==> src/rtl/alu_arbiter.sv <==
// alu_arbiter: shares one pipelined, key-tagged ALU among NCH requesting channels.
// Grants are round-robin. Each channel has a cap on operations in flight.
// Results are routed back to the issuing channel using the returned key.
// Channel c always uses key c+1. Key 0 means "no operation" on both ALU ports.
module alu_arbiter #(
    parameter int NCH          = 4,
    parameter int KEY_SIZE     = 4,
    parameter int OPCODE_SIZE  = 4,
    parameter int OPERAND_SIZE = 32,
    parameter int MAX_OUT      = 2
) (
    input  logic                        clk,
    input  logic                        rst,
    input  logic                        en,
    input  logic [NCH-1:0]              req_valid_i,
    output logic [NCH-1:0]              req_ready_o,
    input  logic [NCH*OPCODE_SIZE-1:0]  req_op_i,
    input  logic [NCH*OPERAND_SIZE-1:0] req_A_i,
    input  logic [NCH*OPERAND_SIZE-1:0] req_B_i,
    output logic [NCH-1:0]              resp_valid_o,
    output logic [OPERAND_SIZE-1:0]     resp_O_o,
    output logic [KEY_SIZE-1:0]         alu_key_o,
    output logic [OPCODE_SIZE-1:0]      alu_op_o,
    output logic [OPERAND_SIZE-1:0]     alu_A_o,
    output logic [OPERAND_SIZE-1:0]     alu_B_o,
    input  logic [KEY_SIZE-1:0]         alu_key_i,
    input  logic [OPERAND_SIZE-1:0]     alu_O_i,
    output logic                        err_o,
    output logic                        busy_o
);

    localparam int CW = $clog2(MAX_OUT + 1);
    localparam int PW = (NCH > 1) ? $clog2(NCH) : 1;

    logic [CW-1:0]  out_cnt  [NCH];
    logic [CW-1:0]  cnt_next [NCH];
    logic [PW-1:0]  ptr;
    logic [NCH-1:0] eligible;
    logic           grant_found;
    logic [PW-1:0]  grant_idx;
    logic [NCH-1:0] grant_vec;
    logic [NCH-1:0] ret_hit;
    logic           ret_err;
    logic           busy_next;

    // A channel may be granted when it requests, has room below its cap and granting is enabled.
    // Holding reset also blocks grants, so req_ready_o reads 0 while reset is held.
    always_comb begin
        eligible = '0;
        for (int c = 0; c < NCH; c++) begin
            eligible[c] = req_valid_i[c] && (out_cnt[c] < CW'(MAX_OUT)) && en && rst;
        end
    end

    // Round-robin scan: the first eligible channel starting at ptr wins. Indices wrap at NCH.
    always_comb begin
        grant_found = 1'b0;
        grant_idx   = '0;
        for (int i = 0; i < NCH; i++) begin
            int j;
            j = int'(ptr) + i;
            if (j >= NCH) j = j - NCH;
            if (!grant_found && eligible[j]) begin
                grant_found = 1'b1;
                grant_idx   = PW'(j);
            end
        end
    end

    // Expand the grant into a one-hot vector. This vector drives the ready handshake and the counter increments.
    always_comb begin
        grant_vec = '0;
        for (int c = 0; c < NCH; c++) begin
            grant_vec[c] = grant_found && (int'(grant_idx) == c);
        end
        req_ready_o = grant_vec;
    end

    // Decode the returned key. A return is valid only if its channel has work in flight.
    // Any other nonzero key is a protocol error.
    always_comb begin
        ret_hit = '0;
        for (int c = 0; c < NCH; c++) begin
            ret_hit[c] = (alu_key_i == KEY_SIZE'(c + 1)) && (out_cnt[c] != '0);
        end
        ret_err = (alu_key_i != '0) && (ret_hit == '0);
    end

    // Next counter values. A grant and a return on the same channel in one cycle cancel out.
    // busy is derived from these next values, so busy_o tracks the registered counters exactly.
    always_comb begin
        busy_next = 1'b0;
        for (int c = 0; c < NCH; c++) begin
            cnt_next[c] = out_cnt[c];
            if (grant_vec[c] && !ret_hit[c]) cnt_next[c] = out_cnt[c] + CW'(1);
            if (ret_hit[c] && !grant_vec[c]) cnt_next[c] = out_cnt[c] - CW'(1);
            busy_next = busy_next | (cnt_next[c] != '0);
        end
    end

    // Arbitration state: per-channel outstanding counters and the round-robin pointer.
    always_ff @(posedge clk or negedge rst) begin
        if (!rst) begin
            for (int c = 0; c < NCH; c++) out_cnt[c] <= '0;
            ptr <= '0;
        end else begin
            for (int c = 0; c < NCH; c++) out_cnt[c] <= cnt_next[c];
            if (grant_found) begin
                ptr <= (int'(grant_idx) == NCH - 1) ? '0 : grant_idx + PW'(1);
            end
        end
    end

    // Registered ALU issue port.
    // On an idle cycle only the key drops to 0; the operands keep their previous values.
    always_ff @(posedge clk or negedge rst) begin
        if (!rst) begin
            alu_key_o <= '0;
            alu_op_o  <= '0;
            alu_A_o   <= '0;
            alu_B_o   <= '0;
        end else if (grant_found) begin
            alu_key_o <= KEY_SIZE'(grant_idx) + KEY_SIZE'(1);
            alu_op_o  <= req_op_i[grant_idx*OPCODE_SIZE +: OPCODE_SIZE];
            alu_A_o   <= req_A_i[grant_idx*OPERAND_SIZE +: OPERAND_SIZE];
            alu_B_o   <= req_B_i[grant_idx*OPERAND_SIZE +: OPERAND_SIZE];
        end else begin
            alu_key_o <= '0;
        end
    end

    // Registered response side: the one-cycle strobe, the shared result, the sticky error flag and busy.
    always_ff @(posedge clk or negedge rst) begin
        if (!rst) begin
            resp_valid_o <= '0;
            resp_O_o     <= '0;
            err_o        <= 1'b0;
            busy_o       <= 1'b0;
        end else begin
            resp_valid_o <= ret_hit;
            if (ret_hit != '0) resp_O_o <= alu_O_i;
            if (ret_err) err_o <= 1'b1;
            busy_o <= busy_next;
        end
    end

endmodule

==> config.mk <==
export PLATFORM = sky130hd
export DESIGN_NAME = alu_arbiter
export DESIGN_NICKNAME = d
export VERILOG_FILES = /design/src/rtl/alu_arbiter.sv
export SDC_FILE = /design/constraint.sdc
export NUM_CORES = 1
export LEC_CHECK = 0
export CAP_MARGIN = 20
export CORE_AREA = 5 5 165 167
export DETAILED_ROUTE_END_ITERATION = 6
export DIE_AREA = 0 0 170 172
export DONT_BUFFER_PORTS = 1
export PLACE_DENSITY_LB_ADDON = 0.1
export SYNTH_ARGS = -nofsm -noshare
export SYNTH_HDL_FRONTEND = slang
export SYNTH_SLANG_ARGS = --single-unit
export TNS_END_PERCENT = 5
==> constraint.sdc <==
create_clock -name clk -period 4.5 [get_ports clk]
set_input_delay 1.125 -clock clk [delete_from_list [all_inputs] [get_ports clk]]
set_output_delay 1.125 -clock clk [all_outputs]
set_load 0.01 [all_outputs]
* Word-level counts from Yosys, hierarchy flattened
Index checks and enable logic that the tools add are counted.
Word-level totals: bits in writable memories 0, memories kept 0, output and inout bits 114, bits in registers 120, bits in latches 0, bits in read-only memories 0, logic and storage cells 144
Cells by class: multiply operators 0, $lt $le $gt $ge 12, bitwise operators 3, reduce and logical (&&, ||, !) cells 55, equal/unequal tests 7, divide/modulo/power cells 0, shift operators 3, muxes and demuxes 34, add/subtract/negate cells 17
Operators with widths (count):
- $shiftx A128 B8 Y32 | 2
- $lt A32 B4 Y1 const B | 4
- $mux W32 | 4
- $logic_and A1 B1 Y1 | 32
- $mux W2 | 13
- $reduce_bool A2 Y1 | 8
- $shiftx A16 B5 Y4 | 1
- $mux W1 | 12
- $sub A3 B3 Y4 const B | 3
- $logic_not A1 Y1 | 11
- $add A2 B1 Y2 const B | 5
- $ge A3 B3 Y1 const B | 3
- $bmux W1 S2 | 4
- $eq A4 B2 Y1 const B | 2
- $lt A2 B2 Y1 const B | 4
- $reduce_bool A4 Y1 | 2
- $sub A2 B1 Y2 const B | 4
- $add A2 B1 Y3 const B | 2
- $add A2 B2 Y3 const B | 2
- $eq A2 B2 Y1 const B | 2
- $eq A4 B1 Y1 const B | 1
- $eq A4 B3 Y1 const B | 1
- $logic_not A4 Y1 | 1
- $sub A2 B3 Y4 const B | 1
- 5 further kinds | 7

* Depth between registers and ports, before layout
Gate-level depths: netlist of the first run.
word-level depth 26, mapped depth 14, mapped depth without buffers 12

* Worst setup path before layout of the first run
OpenSTA, ideal clock, no wires.
path kind in2reg, from input req_valid_i[0], to register busy_o, path buffers 2, stages on the path 14, setup slack 0.285 ns, required time 4.361 ns, library setup time 0.139 ns, data arrival time 4.077 ns, cell sequence or2b_2 > a41oi_1 > nand3_1 > and2_1 > clkbuf_1 > clkbuf_1 > ha_1 > and3_1 > o41ai_2 > inv_2 > maj3_2 > mux2_4 > nand4bb_1 > or4_1
RTL lines:
- start: declaration | RTL line 15 | input logic [NCH-1:0] req_valid_i,
- end signal: assignment | RTL line 143 | busy_o <= busy_next;
- end: declaration | RTL line 29 | output logic busy_o

* Worst setup path after layout of the first run
from input req_valid_i[2], to output req_ready_o[0]
On the way: word-level cells in the longest chain between the ends 18, elaborated cells between the ends (all ways) 31, those cells by class mux (20); reduce/logical (11)
RTL lines:
- $logic_and A1 B1 Y1 * (3 in series) | RTL line 51 | eligible[c] = req_valid_i[c] && (out_cnt[c] < CW'(MAX_OUT)) && en && rst;
- $bmux W1 S2 | RTL line 63 | if (!grant_found && eligible[j]) begin
- $mux W1 (implied by the code) (2 in series) | RTL line 63
- $mux W1 | RTL line 63
- $logic_not A1 Y1 | RTL line 63
- $logic_and A1 B1 Y1 | RTL line 63
- $mux W1 | RTL line 63
- $logic_not A1 Y1 | RTL line 63
- $logic_and A1 B1 Y1 | RTL line 63
- $mux W1 | RTL line 63
- $logic_not A1 Y1 | RTL line 63
- $logic_and A1 B1 Y1 | RTL line 63
- $mux W2 | RTL line 63
- $logic_not A2 Y1 | RTL line 74 | grant_vec[c] = grant_found && (int'(grant_idx) == c);
- $logic_and A1 B1 Y1 * | RTL line 74
- end: declaration | RTL line 16 | output logic [NCH-1:0] req_ready_o,
Every way passes the cells marked *; elsewhere a longest branch is shown, timed or not. The select of a mux whose other input is x is not followed.

==> out/results.txt, run 1 <==
Area after DPL - 7330 um^2
Pre-antenna DRT Iters - 4
Slew Limit Fails - 0
drc violations - 0
wire length on met3 - 2.70 mm
Syn Std Cell Area - 7020 um^2
most common cell in the synthesized netlist - dfrtp_1
Slew HR - 37.2%
PostCTS Resize Cnt - 0
arrival time at the worst endpoint - 3120 ps
Lkg Pwr - 3.28 nW
Fillers - 2681
H-tree depth - 4
via count - 6566
die area - 29200 um^2
Min Hold Slack - 392 ps
syn_nets - 1138
min-delay worst type - input pin to async pin
Final WS setup - 257 ps
sw frac - 43.1%
MaxCap Viol Count - 0
top sig layer - met4
layout cell share with drive strength beyond 1 - 12.2%
final core occ - 30.8%
Place WS - 204 ps
post-synthesis sequential area ratio - 42.4%
synthesis-stage register bit count - 119
Max clock buf depth - 2
critical path class - input pin to output port
GR Overflow Total - 0
Tot Pwr - 5.30 mW
die width - 170 um
mean post-synth cell area - 8.62 um^2
# setup viols final - 0
Root Buffer - clkbuf_16
cts bufs inserted - 17
top cells by area, synth - dfrtp_1 (42%), a221oi_1 (8.5%), o22ai_1 (6.1%), mux2_2 (5.3%), o21ai_0 (5.2%)
Setup crit end kind - output port
Setup crit start kind - input pin
Post-Route WL - 27.2 mm
endpoints failing hold - 0
CTS Hold Buffers Added - 0
Final Cycle Share - 94.3%
Int Power - 3.01 mW
Worst-path clk slew - 70 ps
placed cells - 1097
post-synth cell types - 60
vias in the first global route - 6678
predominant post-synthesis flop cell - dfrtp_1
clk_skew - 12.2 ps
antenna violations before repair - 4
# rows - 59
Core Area - 25600 um^2
Cell Pwr Density - 671 nW/um^2
Final min period - 4240 ps
outcome - finished, final reports clean
non-filler cells, final - 1134
Die Y - 172 um
clock sink total - 119
wire per inst - 24.0 um
pin count of the biggest net entering global routing - 144
post-synth top area cell - dfrtp_1
Mapped Cells - 815
port buffer count - 0
P_sw - 2.28 mW
Final ANT Viol Nets - 0
initial DRC count - 391
Final Cell Area - 7900 um^2
Synth top cells by count - dfrtp_1 (119), inv_1 (84), nor2_1 (75), o21ai_0 (73), a21oi_1 (72)
# Post-CTS Setup Buffers - 0
number of synthesized flops with an enable pin - 0
gpl congestion - 0.832
CTS tree - done
peak supply drop - 0.214 mV
Final HPWL DP - 20.1 mm
RSZ-0062 raised after global routing - false
nets - 1104
CP required - 3380 ps
Setup TNS - 0 ps
initial core utilization - 27.4%
actual slew at the worst max-slew pin - 941 ps
IO Pins - 429
synth warn - 0
Logic pwr share - 31.7%
asr flop ratio synth - 100%
post-synth top area share - 42.4%
DRT met1 WL - 10.1 mm
clk_lat worst skew - 420 ps
DR WL met2 - 13.5 mm
Tot GR Track Use - 17.1%
vias per cell - 5.79
FMAX - 236 MHz
Critical Path Fanout Max - 23
Flop pwr share - 44.0%
P&R area growth vs syn - 12.4%
clock network power share - 24.3%
first-pass GRT wire length - 39.2 mm
## power groups by stage
stage                     logic (mW)  clock network, mW  registers [mW]
after floorplan                 1.33                  0            2.12
after global placement          1.66                  0            2.37
after detailed placement        1.70                  0            2.36
after CTS                       1.70               1.34            2.35
after global routing            1.89               1.38            2.40
final                           1.68               1.28            2.33
## cell type report
cell class | instances | area [um^2] | share of cell area, %
inverters | 87 | 327 | 4.14
flip-flops and latches | 119 | 2980 | 37.7
multi-input cells | 545 | 3510 | 44.5
well taps | 335 | 419 | 5.31
diodes | 5 | 12.5 | 0.158
clock buffers | 17 | 425 | 5.39
clock inverters | 15 | 129 | 1.63
repair buffers | 11 | 95.1 | 1.20
## worst paths after layout
check                                     startpoint                        to  slack, ps  cells after the start
worst max register to register  out_cnt[3]$_DFF_PN0_          busy_o$_DFF_PN0_        840                     12
min in group clk                   err_o$_DFFE_PN0P_         err_o$_DFFE_PN0P_        550                      1
max in group asynchronous                        rst   alu_B_o[17]$_DFFE_PN0P_       3930                      0
worst min register to register     err_o$_DFFE_PN0P_         err_o$_DFFE_PN0P_        550                      1
worst max-delay path                  req_valid_i[2]            req_ready_o[0]        260                      8
worst min-delay path                             rst  resp_O_o[14]$_DFFE_PN0N_        390                      0
## registers in the layout, summed over array words and instances, names as in the netlist, 2 cells and up
| register | flops |
|---|---|
| alu_A_o | 32 |
| alu_B_o | 32 |
| alu_key_o | 3 |
| alu_op_o | 4 |
| out_cnt | 8 |
| ptr | 2 |
| resp_O_o | 32 |
| resp_valid_o | 4 |
## layer usage
layer  global-route usage (%)  up-vias
met3                     5.81       56
met4                     7.85        0
met2                     28.7      414
met1                     19.9     3168
li1                         -     2928
met5                        0        -
## worst max-delay path, cell delays in order
cell and delay (ps):
nor2b_2 290, o211ai_1 170, nand3_1 210, and2_2 230, buf_4 280, ha_1 240, nand3_1 110, a41oi_2 460
## cell usage in the layout (no fill, tap or decap), types with 2 or more instances in the layout
cell          n
a21oi_1      72
a221oi_1     68
and2_1        2
and3_1        2
buf_4        10
clkbuf_16    17
clkinv_4      2
clkinvlp_4    3
dfrtp_1     119
diode_2       5
ha_1          8
inv_1        84
inv_2         2
inv_6         7
inv_8         2
maj3_1        2
mux2_2       33
nand2_1       5
nand2b_1      4
nand3_1       8
nand3b_1      3
nand4b_1      3
nor2_1       75
nor2b_1       2
nor2b_2       2
nor3_1       68
o211ai_1      2
o21ai_0      73
o22ai_1      69
xnor2_1       8
xor2_1        3
## cell families (layout without fill, tap and decap cells)
group | Yosys count | count (layout) | share of synthesized area (%)
compound gates | 301 | 301 | 27.5
xor+xnor | 11 | 11 | 1.37
fa+ha+maj | 11 | 11 | 1.87
buf+inv | 151 | 130 | 8.30
flops | 119 | 119 | 42.4
mux | 34 | 34 | 5.51
other cells | 1 | 6 | 0.0534
simple gates | 187 | 187 | 13.0
(Power assumes the default switching activity.)
==> inputs of run 2 (changes only) <==
Settings changed: REMOVE_ABC_BUFFERS set to 1.
==> out/results.txt, run 2 (same netlist as run 1, synthesis figures left out) <==
Slew HR - 37.6% (was 37.2%)
Root Buffer - clkbuf_16 (unchanged)
MaxCap Viol Count - 0 (unchanged)
Critical Path Fanout Max - 127 (was 23)
arrival time at the worst endpoint - 3040 ps (was 3120 ps)
initial core utilization - 27.4% (unchanged)
CTS Hold Buffers Added - 0 (unchanged)
outcome - finished, final reports clean (unchanged)
antenna violations before repair - 1 (was 4)
wire per inst - 24.1 um (was 24.0 um)
Post-Route WL - 27.3 mm (was 27.2 mm)
Tot Pwr - 5.45 mW (was 5.30 mW)
Final Cycle Share - 92.5% (was 94.3%)
Setup crit start kind - input pin (unchanged)
drc violations - 0 (unchanged)
clk_lat worst skew - 420 ps (about the same)
die area - 29200 um^2 (unchanged)
# setup viols final - 0 (unchanged)
Area after DPL - 7330 um^2 (unchanged)
Fillers - 2626 (was 2681)
Core Area - 25600 um^2 (unchanged)
nets - 1104 (unchanged)
pin count of the biggest net entering global routing - 128 (was 144)
Final min period - 4160 ps (was 4240 ps)
Seq. cell area - 2980 um^2 (unchanged)
H-tree depth - 4 (unchanged)
critical path class - input pin to output port (unchanged)
Setup crit end kind - output port (unchanged)
RSZ-0062 raised after global routing - false (unchanged)
die width - 170 um (unchanged)
top flop regs - alu_A_o (32), alu_B_o (32), resp_O_o (32) (unchanged)
Worst R2R Setup Slack - 840 ps (about the same)
Max clock buf depth - 2 (unchanged)
via count - 6518 (was 6566)
Pre-antenna DRT Iters - 5 (was 4)
Worst-path clk slew - 70 ps (about the same)
min-delay worst type - input pin to async pin (unchanged)
peak supply drop - 0.255 mV (was 0.214 mV)
PostCTS Resize Cnt - 0 (unchanged)
Die Y - 172 um (unchanged)
Tot GR Track Use - 17.4% (was 17.1%)
clk_skew - 13.0 ps (was 12.2 ps)
Final Cell Area - 7950 um^2 (was 7900 um^2)
Lkg Pwr - 3.31 nW (was 3.28 nW)
actual slew at the worst max-slew pin - 936 ps (was 941 ps)
port buffer count - 0 (unchanged)
vias per cell - 5.76 (was 5.79)
Slew Limit Fails - 0 (unchanged)
endpoints failing hold - 0 (unchanged)
commonest non-fill, non-tap cells in the layout - dfrtp_1 (119), inv_1 (84), nor2_1 (75), o21ai_0 (73), a21oi_1 (72) (unchanged)
GR Overflow Total - 0 (unchanged)
path depth of the worst reg2reg path - 12 (unchanged)
IO Pins - 429 (unchanged)
non-filler cells, final - 1131 (was 1134)
first-pass GRT wire length - 39.8 mm (was 39.2 mm)
layout cell share with drive strength beyond 1 - 12.2% (unchanged)
Cell Pwr Density - 686 nW/um^2 (was 671 nW/um^2)
multi-input logic area - 3510 um^2 (unchanged)
FMAX - 240 MHz (was 236 MHz)
Final HPWL DP - 19.9 mm (was 20.1 mm)
placed cells - 1097 (unchanged)
initial DRC count - 418 (was 391)
P&R area growth vs syn - 13.1% (was 12.4%)
reg2reg start - out_cnt[1]$_DFF_PN0_ (was out_cnt[3]$_DFF_PN0_)
gpl congestion - 0.864 (was 0.832)
most common cell after layout, fill and taps aside - dfrtp_1 (unchanged)
reg2reg end - busy_o$_DFF_PN0_ (unchanged)
clock sink total - 119 (unchanged)
CP required - 3380 ps (about the same)
Final ANT Viol Nets - 0 (unchanged)
# rows - 59 (unchanged)
vias in the first global route - 6561 (was 6678)
CTS tree - done (unchanged)
# Post-CTS Setup Buffers - 0 (unchanged)
cts bufs inserted - 17 (unchanged)
==> run 2: changes by cell type in the layout (fill, tap and decap cells not counted), sizes merged <==
cell	previous run	this run
inv	95	94
clkinvlp	3	1
diode	5	2
bufinv	0	2
clkinv	4	5
==> run 2: area by class of cell <==
| type | count | share of cell area [%] |
|---|---|---|
| multi-input cells | 545 | 44.2 |
| clock inverters | 15 | 2.33 |
| diodes | 2 | 0.0630 |
| flip-flops and latches | 119 | 37.5 |
| well taps | 335 | 5.28 |
| clock buffers | 17 | 5.35 |
| repair buffers | 11 | 1.20 |
| inverters | 87 | 4.11 |
==> run 2: power breakdown <==
| group | internal [mW] | switching, mW |
|---|---|---|
| logic | 0.710 | 0.974 |
| registers | 1.58 | 0.759 |
| clock network | 0.841 | 0.586 |
==> run 2: worst max-delay path by stage <==
stage,start,end,slack (ps),depth (start not counted)
4_1_cts,req_valid_i[0],req_ready_o[1],330,9
2_1_floorplan,req_valid_i[0],busy_o$_DFF_PN0_,-1870,12
3_5_place_dp,req_valid_i[0],busy_o$_DFF_PN0_,190,12
6_report,rst,req_ready_o[1],340,9
5_1_grt,rst,req_ready_o[1],120,9
3_3_place_gp,req_valid_i[0],busy_o$_DFF_PN0_,270,12
==> run 2: layer usage <==
layer | vias up | part of all wire, % | track usage (%)
li1 | 2935 | - | -
met1 | 3180 | 39 | 21.9
met2 | 359 | 50 | 29.0
met3 | 44 | 8.8 | 5.17
met4 | 0 | 2.2 | 5.17
met5 | - | 0 | 0
==> run 2: stage by stage <==
stage | TNS [ps] | utilization (%) | worst slack, ps | hold WS [ps]
floorplan | -126100 | - | -1870 | 512
global placement | 0 | 28.6 | 269 | 542
detailed placement | 0 | 28.6 | 189 | 542
CTS | 0 | 31.0 | 327 | 372
global route | 0 | 31.0 | 120 | 365
finish | 0 | 31.0 | 336 | 396
==> run 2: critical path, cell delays in order <==
cell,delay [ps]
nand4b_1,170
o32ai_1,330
nand3_1,240
and2_2,280
inv_1,90
ha_1,230
nand3_1,100
a41o_1,250
inv_1,180
